<file path="config.mk">
export PLATFORM = sky130hd
export DESIGN_NAME = roulette_spinner
export DESIGN_NICKNAME = d
export VERILOG_FILES = /design/src/rtl/roulette_pkg.sv /design/src/rtl/roulette_led_map.sv /design/src/rtl/roulette_spinner.sv
export SDC_FILE = /design/constraint.sdc
export NUM_CORES = 1
export LEC_CHECK = 0
export CAP_MARGIN = 0
export CORE_ASPECT_RATIO = 0.6
export CORE_MARGIN = 3
export CORE_UTILIZATION = 23
export DETAILED_ROUTE_END_ITERATION = 7
export GPL_TIMING_DRIVEN = 0
export SLEW_MARGIN = 10
export SYNTH_ARGS = -nofsm -noshare
export SYNTH_HDL_FRONTEND = slang
export SYNTH_SLANG_ARGS = --single-unit
</file>
<file path="constraint.sdc">
create_clock -name clock -period 2.6 [get_ports clock]
set_input_delay 0.26 -clock clock [delete_from_list [all_inputs] [get_ports clock]]
set_output_delay 0.26 -clock clock [all_outputs]
set_load 0.03 [all_outputs]
</file>
<file path="src/rtl/roulette_pkg.sv">
// Shared types and default constants for the roulette LED spinner.
// Build option: SPINNER_BLINK_EN adds the winner-blink default constant.
package roulette_pkg;

  typedef enum logic [1:0] {
    IDLE,
    SPIN,
    SETTLE,
    HOLD
  } state_t;

  localparam int DEF_NUM_LEDS    = 37;
  localparam int DEF_SEL_W       = 3;
  localparam int DEF_NUM_GROUPS  = 6;
  localparam int DEF_BASE_PERIOD = 4;
  localparam int DEF_MAX_PERIOD  = 16;
`ifdef SPINNER_BLINK_EN
  localparam int DEF_BLINK_HALF  = 1 << 24;
`endif

  // Width needed to hold any index 0..n-1, never narrower than one bit.
  function automatic int idx_width(input int n);
    return (n > 1) ? $clog2(n) : 1;
  endfunction

endpackage

</file>
<file path="src/rtl/roulette_led_map.sv">
// Combinational pocket-index to grouped mux-select decoder.
// Each group drives up to 2^SEL_W-1 LEDs; select 0 turns a group off.
module roulette_led_map
  import roulette_pkg::*;
#(
  parameter int  NUM_LEDS   = DEF_NUM_LEDS,
  parameter int  SEL_W      = DEF_SEL_W,
  parameter int  NUM_GROUPS = DEF_NUM_GROUPS,
  localparam int IDX_W      = idx_width(NUM_LEDS)
) (
  input  logic [IDX_W-1:0]            index,
  output logic [NUM_GROUPS*SEL_W-1:0] sel
);

  localparam int PER_GROUP = (1 << SEL_W) - 1;

  // Light exactly one LED in the group owning the index; indices past the ring stay dark.
  always_comb begin
    sel = '0;
    for (int g = 0; g < NUM_GROUPS; g++) begin
      if (int'(index) < NUM_LEDS &&
          int'(index) >= g * PER_GROUP &&
          int'(index) < (g + 1) * PER_GROUP) begin
        sel[g*SEL_W +: SEL_W] = SEL_W'(int'(index) - g * PER_GROUP + 1);
      end
    end
  end

endmodule

</file>
<file path="src/rtl/roulette_spinner.sv">
// Roulette LED ring driver: decelerating spin animation that lands on a target pocket.
// Build option: SPINNER_BLINK_EN makes the held winner blink with half-period BLINK_HALF.
module roulette_spinner
  import roulette_pkg::*;
#(
  parameter int  NUM_LEDS    = DEF_NUM_LEDS,
  parameter int  SEL_W       = DEF_SEL_W,
  parameter int  NUM_GROUPS  = DEF_NUM_GROUPS,
  parameter int  BASE_PERIOD = DEF_BASE_PERIOD,
  parameter int  MAX_PERIOD  = DEF_MAX_PERIOD,
`ifdef SPINNER_BLINK_EN
  parameter int  BLINK_HALF  = DEF_BLINK_HALF,
`endif
  localparam int IDX_W       = idx_width(NUM_LEDS)
) (
  input  logic                        clock,
  input  logic                        reset,
  input  logic                        start,
  input  logic [IDX_W-1:0]            target,
  output logic [NUM_GROUPS*SEL_W-1:0] mux_sel,
  output logic [IDX_W-1:0]            led_number,
  output logic                        busy,
  output logic                        done
);

  localparam int               PER_W    = $clog2(MAX_PERIOD + 1);
  localparam logic [IDX_W-1:0] LAST_IDX = IDX_W'(NUM_LEDS - 1);
  localparam logic [PER_W-1:0] BASE_P   = PER_W'(BASE_PERIOD);
  localparam logic [PER_W-1:0] MAX_P    = PER_W'(MAX_PERIOD);

  state_t                      state, next_state;
  logic [IDX_W-1:0]            pos, next_pos, tgt, next_tgt, pos_inc, disp;
  logic [PER_W-1:0]            period, next_period, cnt, next_cnt;
  logic                        next_done, step, wrap, accept, hold_dark;
  logic [NUM_GROUPS*SEL_W-1:0] map_sel;

  assign accept  = start && ({1'b0, target} < (IDX_W + 1)'(NUM_LEDS));
  assign step    = (cnt == period - 1'b1);
  assign wrap    = (pos == LAST_IDX);
  assign pos_inc = wrap ? '0 : pos + 1'b1;
  assign disp    = (state == IDLE) ? target : pos;
  assign busy    = (state == SPIN) || (state == SETTLE);

  // Spin state and step timing registers; reset puts the ring back at pocket 0.
  always_ff @(posedge clock) begin
    if (reset) begin
      state  <= IDLE;
      pos    <= '0;
      tgt    <= '0;
      period <= BASE_P;
      cnt    <= '0;
      done   <= 1'b0;
    end else begin
      state  <= next_state;
      pos    <= next_pos;
      tgt    <= next_tgt;
      period <= next_period;
      cnt    <= next_cnt;
      done   <= next_done;
    end
  end

  // Next-state logic: each revolution doubles the step period until the slowest lap, then settle on target.
  always_comb begin
    next_state  = state;
    next_pos    = pos;
    next_tgt    = tgt;
    next_period = period;
    next_cnt    = cnt;
    next_done   = 1'b0;
    case (state)
      IDLE, HOLD: begin
        if (accept) begin
          next_tgt    = target;
          next_period = BASE_P;
          next_cnt    = '0;
          next_state  = SPIN;
        end
      end
      SPIN: begin
        if (step) begin
          next_cnt = '0;
          next_pos = pos_inc;
          if (wrap) begin
            if (period < MAX_P) begin
              next_period = period << 1;
            end else if (tgt == '0) begin
              next_state = HOLD;
              next_done  = 1'b1;
            end else begin
              next_state = SETTLE;
            end
          end
        end else begin
          next_cnt = cnt + 1'b1;
        end
      end
      SETTLE: begin
        if (step) begin
          next_cnt = '0;
          next_pos = pos_inc;
          if (pos_inc == tgt) begin
            next_state = HOLD;
            next_done  = 1'b1;
          end
        end else begin
          next_cnt = cnt + 1'b1;
        end
      end
      default: next_state = IDLE;
    endcase
  end

  roulette_led_map #(
    .NUM_LEDS  (NUM_LEDS),
    .SEL_W     (SEL_W),
    .NUM_GROUPS(NUM_GROUPS)
  ) u_map (
    .index(disp),
    .sel  (map_sel)
  );

`ifdef SPINNER_BLINK_EN
  localparam int               BLINK_W    = (BLINK_HALF > 1) ? $clog2(BLINK_HALF) : 1;
  localparam logic [BLINK_W-1:0] BLINK_LAST = BLINK_W'(BLINK_HALF - 1);

  logic [BLINK_W-1:0] blink_cnt;
  logic               blink_on;

  // Blink phase only advances while holding; elsewhere it rests at the start of an on phase.
  always_ff @(posedge clock) begin
    if (reset || state != HOLD) begin
      blink_cnt <= '0;
      blink_on  <= 1'b1;
    end else if (blink_cnt == BLINK_LAST) begin
      blink_cnt <= '0;
      blink_on  <= ~blink_on;
    end else begin
      blink_cnt <= blink_cnt + 1'b1;
    end
  end

  assign hold_dark = (state == HOLD) && !blink_on;
`else
  assign hold_dark = 1'b0;
`endif

  // Registered display outputs, one clock behind the displayed index.
  always_ff @(posedge clock) begin
    if (reset) begin
      mux_sel    <= '0;
      led_number <= '0;
    end else begin
      mux_sel    <= hold_dark ? '0 : map_sel;
      led_number <= disp;
    end
  end

endmodule

</file>
**Word level (Yosys, flattened, before mapping)**

Index checks and enable logic that the tools add are counted.

- Register bits: 49
- Input bits: 9
- Word-level logic and storage cells: 113

- Add/subtract/negate cells: 14
- Magnitude comparators: 14
- Eq/ne operators: 13
- Muxes and demuxes: 25
- Bitwise gates (word level): 6
- Reductions and logical operators: 28

Operators by type and width:

| operator | number |
|---|---|
| $mux W5 | 6 |
| $lt A6 B6 Y1 const B | 4 |
| $pmux W5 S2 | 2 |
| $reduce_or A2 Y1 | 8 |
| $add A3 B2 Y3 const B | 5 |
| $ge A6 B5 Y1 const B | 2 |
| $logic_and A1 B1 Y1 | 12 |
| $lt A6 B5 Y1 const B | 2 |
| $mux W2 | 6 |
| $mux W6 | 2 |
| $sub A3 B3 Y3 const B | 4 |
| $ne A2 B2 Y1 const B | 5 |
| $mux W1 | 7 |
| $add A6 B1 Y6 const B | 1 |
| $eq A6 B6 Y1 | 1 |
| $eq A6 B6 Y1 const B | 1 |
| $ge A6 B3 Y1 const B | 1 |
| $ge A6 B4 Y1 const B | 1 |
| $ge A6 B6 Y1 const B | 1 |
| $logic_not A6 Y1 | 1 |
| $lt A6 B3 Y1 const B | 1 |
| $lt A6 B4 Y1 const B | 1 |
| $not A1 Y1 | 6 |
| $pmux W2 S3 | 1 |
| other kinds (16) | 19 |

**Depth between registers and ports, before layout**

Gate-level depths: netlist (run 1).

- Depth after elaboration: 7
- Depth in mapped cells: 12
- Mapped depth without buffers: 11

**Hierarchy**

Synthesis (run 1) repeated with hierarchy kept, for this count alone.

- Cells, all modules: 276
- Area total of the unflattened synthesis: 2436.1 um^2

By module, submodules not included:

| module | instances | cells an instance | area each (um^2) |
|---|---|---|---|
| roulette_spinner | 1 | 225 | 2100.8 |
| roulette_led_map | 1 | 51 | 335.3 |

**Least setup slack after synthesis (run 1)**

Ideal clock, no wire load.

- Path type: register to register
- Start point: reg state[0]
- End point: reg mux_sel[8]
- Setup time: 0.126 ns
- Data arrival time: 2.038 ns
- Required time: 2.474 ns
- Slack: 0.436 ns
- Cell stages (with the launch flop): 10
- Period minus slack after synthesis: 2.164 ns
- Path through: dfxtp_1 inv_1 ha_1 mux2i_1 clkinv_1 ha_1 a22oi_1 nor3_1 o21ai_0 nor2_1

- Cells in the longest elaborated chain, start to end: 7
- Elaborated cells on any way between the ends: 11
- Classes of those cells: add/sub (2); order compare (3); mux (1); bitwise (1); reduce/logical (4)

RTL lines:

| what | line | RTL |
|---|---|---|
| start, declared | roulette_spinner.sv:31 | `state_t state, next_state;` |
| start signal, assigned | roulette_spinner.sv:54 | `state <= next_state;` |
| $logic_not A2 Y1 (*) | roulette_spinner.sv:41 | `assign disp = (state == IDLE) ? target : pos;` |
| $mux W6 (*) | roulette_spinner.sv:41 |  |
| via disp[2] | roulette_spinner.sv:32 | `logic [IDX_W-1:0] pos, next_pos, tgt, next_tgt, pos_inc, disp;` |
| parallel branches: the longest is 5 deep, another holds $sub A3 B3 Y3 | -- |  |
| end signal, assigned | roulette_spinner.sv:154 | `mux_sel <= hold_dark ? '0 : map_sel;` |
| end, declared | roulette_spinner.sv:20 | `output logic [NUM_GROUPS*SEL_W-1:0] mux_sel,` |

Mark *: on every way through the listed nets, which the timed path passes.
A chain may end at the register's enable or synchronous reset.

**Final worst setup path (run 1)**

- Start point: reg pos[0]
- End point: reg state[1]

- Cells in the longest elaborated chain, start to end: 5
- Elaborated cells on any way between the ends: 7
- Classes of those cells: add/sub (1); eq/ne (4); mux (1); reduce/logical (1)

RTL lines:

| what | line | RTL |
|---|---|---|
| start, declared | roulette_spinner.sv:32 |  |
| start signal, assigned | roulette_spinner.sv:55 | `pos <= next_pos;` |
| $add A6 B1 Y6 / $eq A6 B6 Y1 (equally long branches) | roulette_spinner.sv:40, roulette_spinner.sv:39 |  |
| $mux W6 | roulette_spinner.sv:40 | `assign pos_inc = wrap ? '0 : pos + 1'b1;` |
| $eq A6 B6 Y1 | roulette_spinner.sv:102 | `if (pos_inc == tgt) begin` |
| $ne A2 B1 Y1 (no line) | -- |  |
| $reduce_and A6 Y1 (no line) (*) | -- |  |

Mark *: on every way between the ends. The rest lies on a longest branch, timed or not.

==> load_flow_metrics.sql, run 1 <==
INSERT INTO impl_metrics (metric_group, metric, value, unit) VALUES
('critical_path', 'critical_path_peak_fanout', '7', ''),
('timing', 'number_of_slew_limit_violations_in_the_final_report', '0', ''),
('drt', 'route.detailed.vias_per_inst', '4.678', ''),
('final_layout', 'layout-area-overhead-vs-synth', '30.59', '%'),
('cts', 'numCtsBuffers', '5', ''),
('drt', 'dr.first_iter.drc_count', '173', ''),
('global_route', 'grt_start_max_net_pins', '16', ''),
('cts', 'tritoncts', 'done', ''),
('timing', 'min_period_over_period', '96.22', '%'),
('synth', 'synthXorXnorAreaFrac', '4.000', '%'),
('timing', 'max_freq', '399.7', 'MHz'),
('placed_design', 'dp_hpwl', '4663', 'um'),
('synth', 'synthAdderAreaFrac', '6.486', '%'),
('critical_path', 'worstSetupPathType', 'reg -> reg', ''),
('synth', 'asyncSetResetFlopFracSynth', '0', '%'),
('synth', 'syn-num-nets', '289', ''),
('critical_path', 'crit_path_max_incr_delay', '410', 'ps'),
('cts', 'number_of_h_tree_levels', '2', ''),
('global_route', 'grt_util_all_layers', '11.00', '%'),
('power_and_ir_drop', 'internal_power', '1.732', 'mW'),
('synth', 'post_synth_and_or_nand_nor_area_fraction', '23.73', '%'),
('synth', 'synth_enable_flop_cells', '0', ''),
('synth', 'syn-instance-count', '268', ''),
('critical_path', 'worst-endpoint-arrival', '2710', 'ps'),
('cts', 'worstSkewPairLatency', '290', 'ps'),
('cts', 'numClockSinks', '47', ''),
('global_route', 'first_global_vias', '1973', ''),
('cts', 'max-clock-path-buffers', '2', ''),
('synth', 'seq_area_frac_synth', '40.65', '%'),
('synth', 'synth_ff_type', 'sky130_fd_sc_hd__dfxtp_1', ''),
('critical_path', 'worstSetupStartpointType', 'flip-flop', ''),
('synth', 'postSynthAreaPerCell', '8.637', 'sq um'),
('timing', 'timing.final.crit_period', '2502', 'ps'),
('global_route', 'grt_remaining_overflow', '0', ''),
('critical_path', 'critical-path-slowest-cell', 'sky130_fd_sc_hd__or3_1', ''),
('synth', 'synth.lib_cells_used.distinct', '47', ''),
('placed_design', 'io_buffer_count', '34', ''),
('run_status', 'run_status', 'completed', ''),
('critical_path', 'cp_data_required_time', '2810', 'ps'),
('synth', 'synth.top_cells.by_area', 'sky130_fd_sc_hd__dfxtp_1 41%, sky130_fd_sc_hd__nor2_1 7.1%, sky130_fd_sc_hd__ha_1 6.5%, sky130_fd_sc_hd__mux2i_1 4.8%, sky130_fd_sc_hd__a21oi_1 3.9%', ''),
('critical_path', 'timing.reg2reg.setup_slack', '100', 'ps'),
('placed_design', 'finalWeightedCongestion', '0.8331', ''),
('final_layout', 'postLayoutCoreUtil', '31.84', '%'),
('drt', 'finalWirelength', '6132', 'um'),
('drt', 'antenna_violating_nets_post_route', '0', ''),
('drt', 'detail_route.drc_violations', '0', ''),
('power_and_ir_drop', 'power.share.sequential', '30.7', '%'),
('timing', 'relSlewSlack', '59.97', '%'),
('power_and_ir_drop', 'leakage', '1.113', 'nW'),
('die', 'num_io_pins', '35', ''),
('power_and_ir_drop', 'fin_total_pwr', '2.812', 'mW'),
('synth', 'syn-cell-area', '2315', 'sq um'),
('die', 'core_rows', '27', ''),
('final_layout', 'drive_above_1_share', '11.90', '%'),
('critical_path', 'cp_cell_sequence', 'inv_2 -> ha_2 -> and3b_4 -> nor3b_4 -> o31ai_2 -> nor4_2 -> a41oi_2 -> or3_1 -> a21oi_2', ''),
('critical_path', 'reg_to_reg_endpoint', 'state[1]', ''),
('power_and_ir_drop', 'power_density', '930.3', 'nW/um^2'),
('synth', 'synthesized_area_fraction_occupied_by_ao_oa_aoi_and_oai_cells', '13.73', '%'),
('timing', 'timing_hold_violations_final', '0', ''),
('timing', 'worst_tran_pin_value', '600.5', 'ps'),
('synth', 'main_combinational_cell_family_by_area_after_synthesis', 'simple AND/OR/NAND/NOR gates', ''),
('critical_path', 'timing.rr.start', 'pos[0]', ''),
('drt', 'routed_wire_length_per_instance', '13.90', 'um'),
('die', 'fp.dieW', '135.5', 'um'),
('final_layout', 'fillers', '956', ''),
('power_and_ir_drop', 'part_of_the_power_in_the_clock_network', '25.9', '%'),
('critical_path', 'end_kind', 'flip-flop', ''),
('die', 'fp.dieArea', '11340', 'sq um'),
('global_route', 'grt_antenna_before_repair', '0', ''),
('critical_path', 'setup.worst_path.start', 'pos[0]', ''),
('drt', 'drt_pre_antenna_iters', '4', '');
how the worst min path moves through the flow:
stage | startpoint | end | slack, ps | cells past startpoint
final | period[3] | period[3] | 500 | 2
after global routing | cnt[4] | cnt[4] | 560 | 2
after CTS | period[3] | period[3] | 500 | 2
after detailed placement | period[3] | period[3] | 490 | 2
after global placement | period[3] | period[3] | 470 | 2
after floorplan | target[0] | tgt[0] | 410 | 2
through the flow:
step | TNS (ps) | hold slack, ps | instances | setup WS (ps) | cell area (sq um)
6_report | 0 | 498.6 | 441 | 98.23 | 3023
5_1_grt | -67.40 | 558.4 | 441 | -67.40 | 3023
4_1_cts | 0 | 500.0 | 440 | 6.300 | 2992
3_5_place_dp | -558.4 | 488.2 | 432 | -179.3 | 2818
3_3_place_gp | -580.5 | 472.3 | 432 | -211.6 | 2818
2_1_floorplan | 0 | 407.4 | 268 | 435.8 | 2315
timing repair:
action | in CTS | in global routing
hold buffers | 0 | 0
gates cloned | 0 | 0
pin swaps | 0 | 1
setup endpoints to repair | 6 | 15
buffers inserted | 0 | 1
gates resized for setup | 2 | 10
endpoints found under the hold margin | 0 | 0
final cells by class:
cell class              count  area [sq um]  share of cell area [%]
multi-input cells         195          1292                   42.76
flip-flops and latches     47         940.9                   31.13
repair buffers             35         347.8                   11.51
well taps                 130         162.7                   5.381
clock buffers               5         125.1                   4.139
inverters                  15         56.30                   1.863
plain buffers              11         53.80                   1.780
clock inverters             3         43.79                   1.449
power by group through the flow:
| stage | Sequential, mW | Combinational (mW) | Clock, mW |
|---|---|---|---|
| after global routing | 0.877 | 1.35 | 0.777 |
| after global placement | 0.880 | 1.14 | 0 |
| after detailed placement | 0.881 | 1.17 | 0 |
| final | 0.864 | 1.22 | 0.729 |
| after CTS | 0.865 | 1.18 | 0.745 |
| after floorplan | 0.969 | 0.742 | 0 |
sequential cells by signal, indices dropped and copies added, names as in the netlist:
register	cells
cnt	5
done	1
led_number	6
mux_sel	18
period	3
pos	6
state	2
tgt	6
kinds of logic (layout without fill, tap and decap cells):
| logic type | after synthesis | count (layout) |
|---|---|---|
| adders and majority gates | 12 | 12 |
| DFF | 47 | 47 |
| xor gates and xnor gates | 9 | 9 |
| buffers and inverters | 26 | 69 |
| AOI/OAI and AO/OA | 52 | 52 |
| muxes | 15 | 15 |
| and+or+nand+nor | 107 | 107 |
layer usage:
metal  vias to the layer above  routed length [um]  global-route usage [%]
met2                        58                2505                   14.85
met5                         -                   0                       0
met1                       978                3164                   16.84
met3                         4                 429                   3.373
li1                       1023                   -                       -
met4                         0                  34                   2.287
cells in the final DEF, fill, tap and decap left out, types with 3 or more instances in the layout:
cell type and instances:
sky130_fd_sc_hd__o21ai_0 13, sky130_fd_sc_hd__nor3_1 8, sky130_fd_sc_hd__dfxtp_1 47, sky130_fd_sc_hd__inv_2 3, sky130_fd_sc_hd__or3_1 5, sky130_fd_sc_hd__nand4b_1 3, sky130_fd_sc_hd__clkbuf_16 5, sky130_fd_sc_hd__a21oi_1 18
sky130_fd_sc_hd__nand3_1 13, sky130_fd_sc_hd__clkbuf_1 6, sky130_fd_sc_hd__nand2b_1 3, sky130_fd_sc_hd__mux2i_1 10, sky130_fd_sc_hd__nand4_1 3, sky130_fd_sc_hd__clkdlybuf4s50_1 34, sky130_fd_sc_hd__and3_1 3, sky130_fd_sc_hd__a31oi_1 4
sky130_fd_sc_hd__xor2_1 3, sky130_fd_sc_hd__xnor2_1 5, sky130_fd_sc_hd__or2_2 3, sky130_fd_sc_hd__inv_1 12, sky130_fd_sc_hd__nor2_1 43, sky130_fd_sc_hd__mux2_2 4, sky130_fd_sc_hd__nand2_1 12, sky130_fd_sc_hd__buf_2 3
sky130_fd_sc_hd__ha_1 11
critical path: cells and delay by family, from the launching register on:
kind / cells / cell delay [ps]
AND/OR/NAND/NOR: 4 / 1250
flip-flops: 1 / 400
AO/OA/AOI/OAI: 3 / 450
buffers and inverters: 1 / 120
adder cells (fa/ha/maj): 1 / 210
No activity file was read; power rests on OpenSTA's default activity.
==> run 2: changes to the inputs <==
--- a/config.mk
+++ b/config.mk
@@ -9,6 +9,7 @@
 export CORE_ASPECT_RATIO = 0.6
 export CORE_MARGIN = 3
 export CORE_UTILIZATION = 23
+export CTS_CLUSTER_SIZE = 8
 export DETAILED_ROUTE_END_ITERATION = 7
 export GPL_TIMING_DRIVEN = 0
 export SLEW_MARGIN = 10
==> results of run 2 <==
No change in the layout: final DEF, timing and power equal those of run 1.
==> run 3: changes to the inputs <==
--- a/config.mk
+++ b/config.mk
@@ -9,6 +9,7 @@
 export CORE_ASPECT_RATIO = 0.6
 export CORE_MARGIN = 3
 export CORE_UTILIZATION = 23
+export CTS_CLUSTER_DIAMETER = 120
 export CTS_CLUSTER_SIZE = 8
 export DETAILED_ROUTE_END_ITERATION = 7
 export GPL_TIMING_DRIVEN = 0
==> results of run 3 <==
No change in the layout: final DEF, timing and power equal those of run 1.
